===== config.mk =====
export PLATFORM = sky130hd
export DESIGN_NAME = seq_detector_param
export DESIGN_NICKNAME = d
export VERILOG_FILES = /design/src/rtl/seq_detector_param.sv
export SDC_FILE = /design/constraint.sdc
export NUM_CORES = 1
export LEC_CHECK = 0
export ABC_AREA = 0
export CAP_MARGIN = 20
export CORE_UTILIZATION = 30
export DETAILED_ROUTE_END_ITERATION = 8
export HOLD_SLACK_MARGIN = 0.06
export PLACE_DENSITY = 0.6
export SLEW_MARGIN = 20
export SYNTH_ARGS = -nofsm -noshare
export SYNTH_HDL_FRONTEND = slang
export SYNTH_SLANG_ARGS = --single-unit

===== constraint.sdc =====
create_clock -name clk -period 2.5 [get_ports clk]
set_clock_uncertainty 0.1 [all_clocks]
set_input_delay 0.75 -clock clk [delete_from_list [all_inputs] [get_ports clk]]
set_output_delay 0.75 -clock clk [all_outputs]
set_load 0.05 [all_outputs]

===== src/rtl/seq_detector_param.sv =====
// Serial pattern detector with a runtime-loadable PAT_W-bit pattern, optional
// overlapping matches, a bit-valid qualifier and a saturating match counter.
module seq_detector_param #(
  parameter int               PAT_W   = 4,
  parameter logic [PAT_W-1:0] PAT_DEF = 4'b1011,
  parameter int               CNT_W   = 8
) (
  input  logic             clk,
  input  logic             rst,
  input  logic             en,
  input  logic             in,
  input  logic             load,
  input  logic [PAT_W-1:0] pat_in,
  input  logic             overlap,
  input  logic             cnt_clr,
  output logic             y,
  output logic             y_q,
  output logic [CNT_W-1:0] match_cnt,
  output logic             cnt_sat
);

  localparam int               VC_W    = $clog2(PAT_W);
  localparam logic [VC_W-1:0]  VC_MAX  = VC_W'(PAT_W - 1);
  localparam logic [CNT_W-1:0] CNT_MAX = '1;

  logic [PAT_W-1:0] pat_r;
  logic [PAT_W-2:0] hist;
  logic [VC_W-1:0]  vcnt;
  logic [PAT_W-1:0] window;
  logic             match;

  // NOTE: every variable written here gets a value on every path, so no latch is inferred.
  always_comb begin
    window = {hist, in};
    match  = en & ~rst & ~load & (vcnt == VC_MAX) & (window == pat_r);
  end

  assign y = match;

  // NOTE: state uses non-blocking assignments so all registers update from pre-edge values.
  always_ff @(posedge clk) begin
    if (rst) begin
      pat_r     <= PAT_DEF;
      hist      <= '0;
      vcnt      <= '0;
      y_q       <= 1'b0;
      match_cnt <= '0;
      cnt_sat   <= 1'b0;
    end else begin
      // Pattern / history path: a load discards the bit presented alongside it.
      if (load) begin
        pat_r <= pat_in;
        hist  <= '0;
        vcnt  <= '0;
      end else if (en) begin
        y_q <= match;
        if (match && !overlap) begin
          hist <= '0;
          vcnt <= '0;
        end else begin
          hist <= window[PAT_W-2:0];
          if (vcnt != VC_MAX) vcnt <= vcnt + VC_W'(1);
        end
      end

      // Counter path: a clear wins over a match arriving in the same cycle.
      if (cnt_clr) begin
        match_cnt <= '0;
        cnt_sat   <= 1'b0;
      end else if (match && (match_cnt != CNT_MAX)) begin
        match_cnt <= match_cnt + CNT_W'(1);
        if (match_cnt == CNT_MAX - CNT_W'(1)) cnt_sat <= 1'b1;
      end
    end
  end

endmodule


==> key figures <==
Final layout
  – Share of cells above drive strength 1: 23.0%
  – Area Growth Syn to Fin: 35.1%
  – Final net count: 154
  – Antenna diodes: 0
  – Filler cells: 368

Timing
  – RSZ-0062 raised after global routing: no
  – Slew Limit Fails: 0
  – Setup ws final: 0.0902 ns
  – FMAX: 415 MHz
  – Tmin final: 2.41 ns
  – Setup-failing EPs final: 0
  – Worst-margin pin slew: 0.502 ns
  – Final Cycle Share: 96.4%
  – Hold Violations, Final: 0
  – Slew headroom: 66.4%

Logic synthesis
  – Synth Instances: 106
  – Post-Syn Area: 1040 µm²
  – Seq cells post-synth: 19
  – Synth top area share: 36.6%
  – Area leader, netlist: dfxtp_1
  – Async set-reset flop share out of synthesis: 0%
  – Commonest cells post-synth: dfxtp_1, nor2_1, inv_1, nand2_1, xnor2_1
  – Average cell area after synthesis: 9.81 µm²
  – Yosys warns: 0
  – Dominant synthesized flop cell: dfxtp_1
  – Distinct cells, synth: 38
  – Syn nets: 120
  – Register area share after synthesis: 36.6%
  – Post-synth EDFFs: 0
  – Count leader, synth: dfxtp_1
  – Ranking of synthesized cells by area: dfxtp_1, nor2_1, xnor2_1, nor4_4, ha_1

Power
  – P_leak: 0.594 nW
  – Pwr dens: 381 nW/µm²
  – Peak VDD IR: 0.317 mV
  – Pwr Total: 0.535 mW

Floorplan
  – Die area: 3710 µm²
  – Die extent in y: 60.9 µm
  – Core area: 3340 µm²
  – Initial core utilization: 31.2%
  – Die width: 60.9 µm
  – I/O Pins: 22
  – # rows: 21

Flow run
  – Maxcap violations: 0

Route
  – DR pass1 iterations: 4
  – DRC Markers: 0
  – Final wirelength: 2150 µm
  – ANT nets after route: 0
  – Vias per cell: 4.78
  – WL per Instance: 11.6 µm
  – Vias after detailed routing: 884
  – First DRT Iteration DRCs: 80

Clock tree
  – CTS Root Buffer Type: clkbuf_4
  – Worst skew pair latency: 0.30 ns
  – Hold Buf Count CTS: 0
  – CTS Sinks: 19
  – TritonCTS clock tree: built
  – Clk slew on worst S/H paths: 0.10 ns
  – H-tree depth: 1
  – Cts bufs inserted: 3
  – Clk buf depth: 2

Setup path
  – CP Data Required Time: 1.65 ns
  – CP Capture Type: output port
  – CP max FO: 5
  – Kind of critical path: reg -> out
  – Slowest cell on crit path: dfxtp_1
  – Critical Path Max Stage Delay: 0.37 ns
  – Critical Path AT: 1.56 ns
  – Critical-path cell list: ha_1 -> clkinvlp_4 -> nor3_4 -> buf_12
  – Critical Path Source Type: flop

Placement
  – DP Wirelength: 1710 µm
  – Pre-CTS worst setup slack: -0.299 ns
  – Input/output buffers: 21
  – Routability cong.: 0.782

Global route
  – Largest net degree at the start of global routing: 11
  – Total overflow reported by the global router: 0
  – First-pass GRT wire length: 3610 µm
  – Vias in the first global route: 833
  – Total track usage: 13.3%
  – Initial antenna violation count: 0

Run status
  – Status: complete, no violations

Min path
  – Hold Crit Class: reg -> reg
metal layers:
layer,vias up,wire length [µm],GRT usage (%)
met3,4,111,4.48
li1,450,-,-
met1,404,941,15.1
met4,0,20,2.92
met2,26,1080,24.0
met5,-,0,0
cells by family (layout without fill, tap and decap cells):
kind of cell	after synthesis	count (layout)	share of synthesized area, %
flip-flops	19	19	36.6
AO/OA/AOI/OAI	22	22	17.7
buffers and inverters	10	43	4.09
multiplexers	1	1	0.963
XOR/XNOR	7	7	7.34
AND/OR/NAND/NOR	44	44	29.7
adder cells (fa/ha/maj)	3	3	3.61
layout by cell type, fill, tap and decap left out, drive strengths merged, types with 2 or more instances in the layout:
| master | n |
|---|---|
| nand4 | 3 |
| nand3 | 5 |
| nor2b | 3 |
| dlymetal6s2s | 3 |
| buf | 13 |
| a2bb2oi | 3 |
| clkdlybuf4s50 | 13 |
| a211o | 3 |
| nor4 | 4 |
| o21ai | 3 |
| nand2 | 7 |
| inv | 6 |
| and4 | 2 |
| and3 | 2 |
| or2 | 2 |
| clkbuf | 6 |
| nor2 | 14 |
| a21oi | 3 |
| xnor2 | 7 |
| dfxtp | 19 |
| ha | 3 |
report_power, final:
part	internal [mW]	total, mW	switching [mW]
clock	0.0622	0.154	0.0919
combinational	0.0346	0.0670	0.0324
sequential	0.309	0.314	0.00494
path summary, 6_finish.rpt:
path,from,end,slack [ns],cells past startpoint
max,vcnt[0]$_SDFFE_PP0P_,y,0.09,4
min,vcnt[1]$_SDFFE_PP0P_,vcnt[1]$_SDFFE_PP0P_,0.37,2
max reg2reg,vcnt[0]$_SDFFE_PP0P_,match_cnt[5]$_SDFFE_PP0P_,0.61,6
min reg2reg,vcnt[1]$_SDFFE_PP0P_,vcnt[1]$_SDFFE_PP0P_,0.37,2
critical path: cells and delay by family (launching register included):
kind / cells / cell delay [ns]
flops: 1 / 0.37
fa+ha+maj: 1 / 0.24
simple gates: 1 / 0.30
buf+inv: 2 / 0.35
stage by stage:
step	area [µm²]	hold slack, ns	instances	TNS (ns)	util [%]
2_1_floorplan	1060	0.328	106	-0.0381	-
3_3_place_gp	1360	0.345	178	-0.460	40.8
3_5_place_dp	1360	0.357	178	-0.688	40.8
4_1_cts	1390	0.375	183	0	41.6
5_1_grt	1410	0.399	185	0	42.1
6_report	1410	0.375	185	0	42.1
what timing repair did:
action                                  CTS  global route
resized for setup                         9             6
gates cloned                              0             0
endpoints found under the setup margin    1             4
pin swaps                                 3             1
endpoints found under the hold margin     0             0
setup buffers                             1             2
state kept, by name, indices dropped and copies added, names as in the netlist:
signal and cells:
y_q 1, match_cnt 8, pat_r 4, vcnt 2
hist 3, cnt_sat 1
final cells by class:
cell class / instances / area (µm²) / area share [%]
multi-input cells: 77 / 617 / 43.9
repair buffers: 32 / 294 / 20.9
inverters: 7 / 30.0 / 2.14
clock buffers: 4 / 26.3 / 1.87
well taps: 46 / 57.6 / 4.10
flip-flops and latches: 19 / 380 / 27.1
Note: power is estimated with default switching activity, not from simulation.
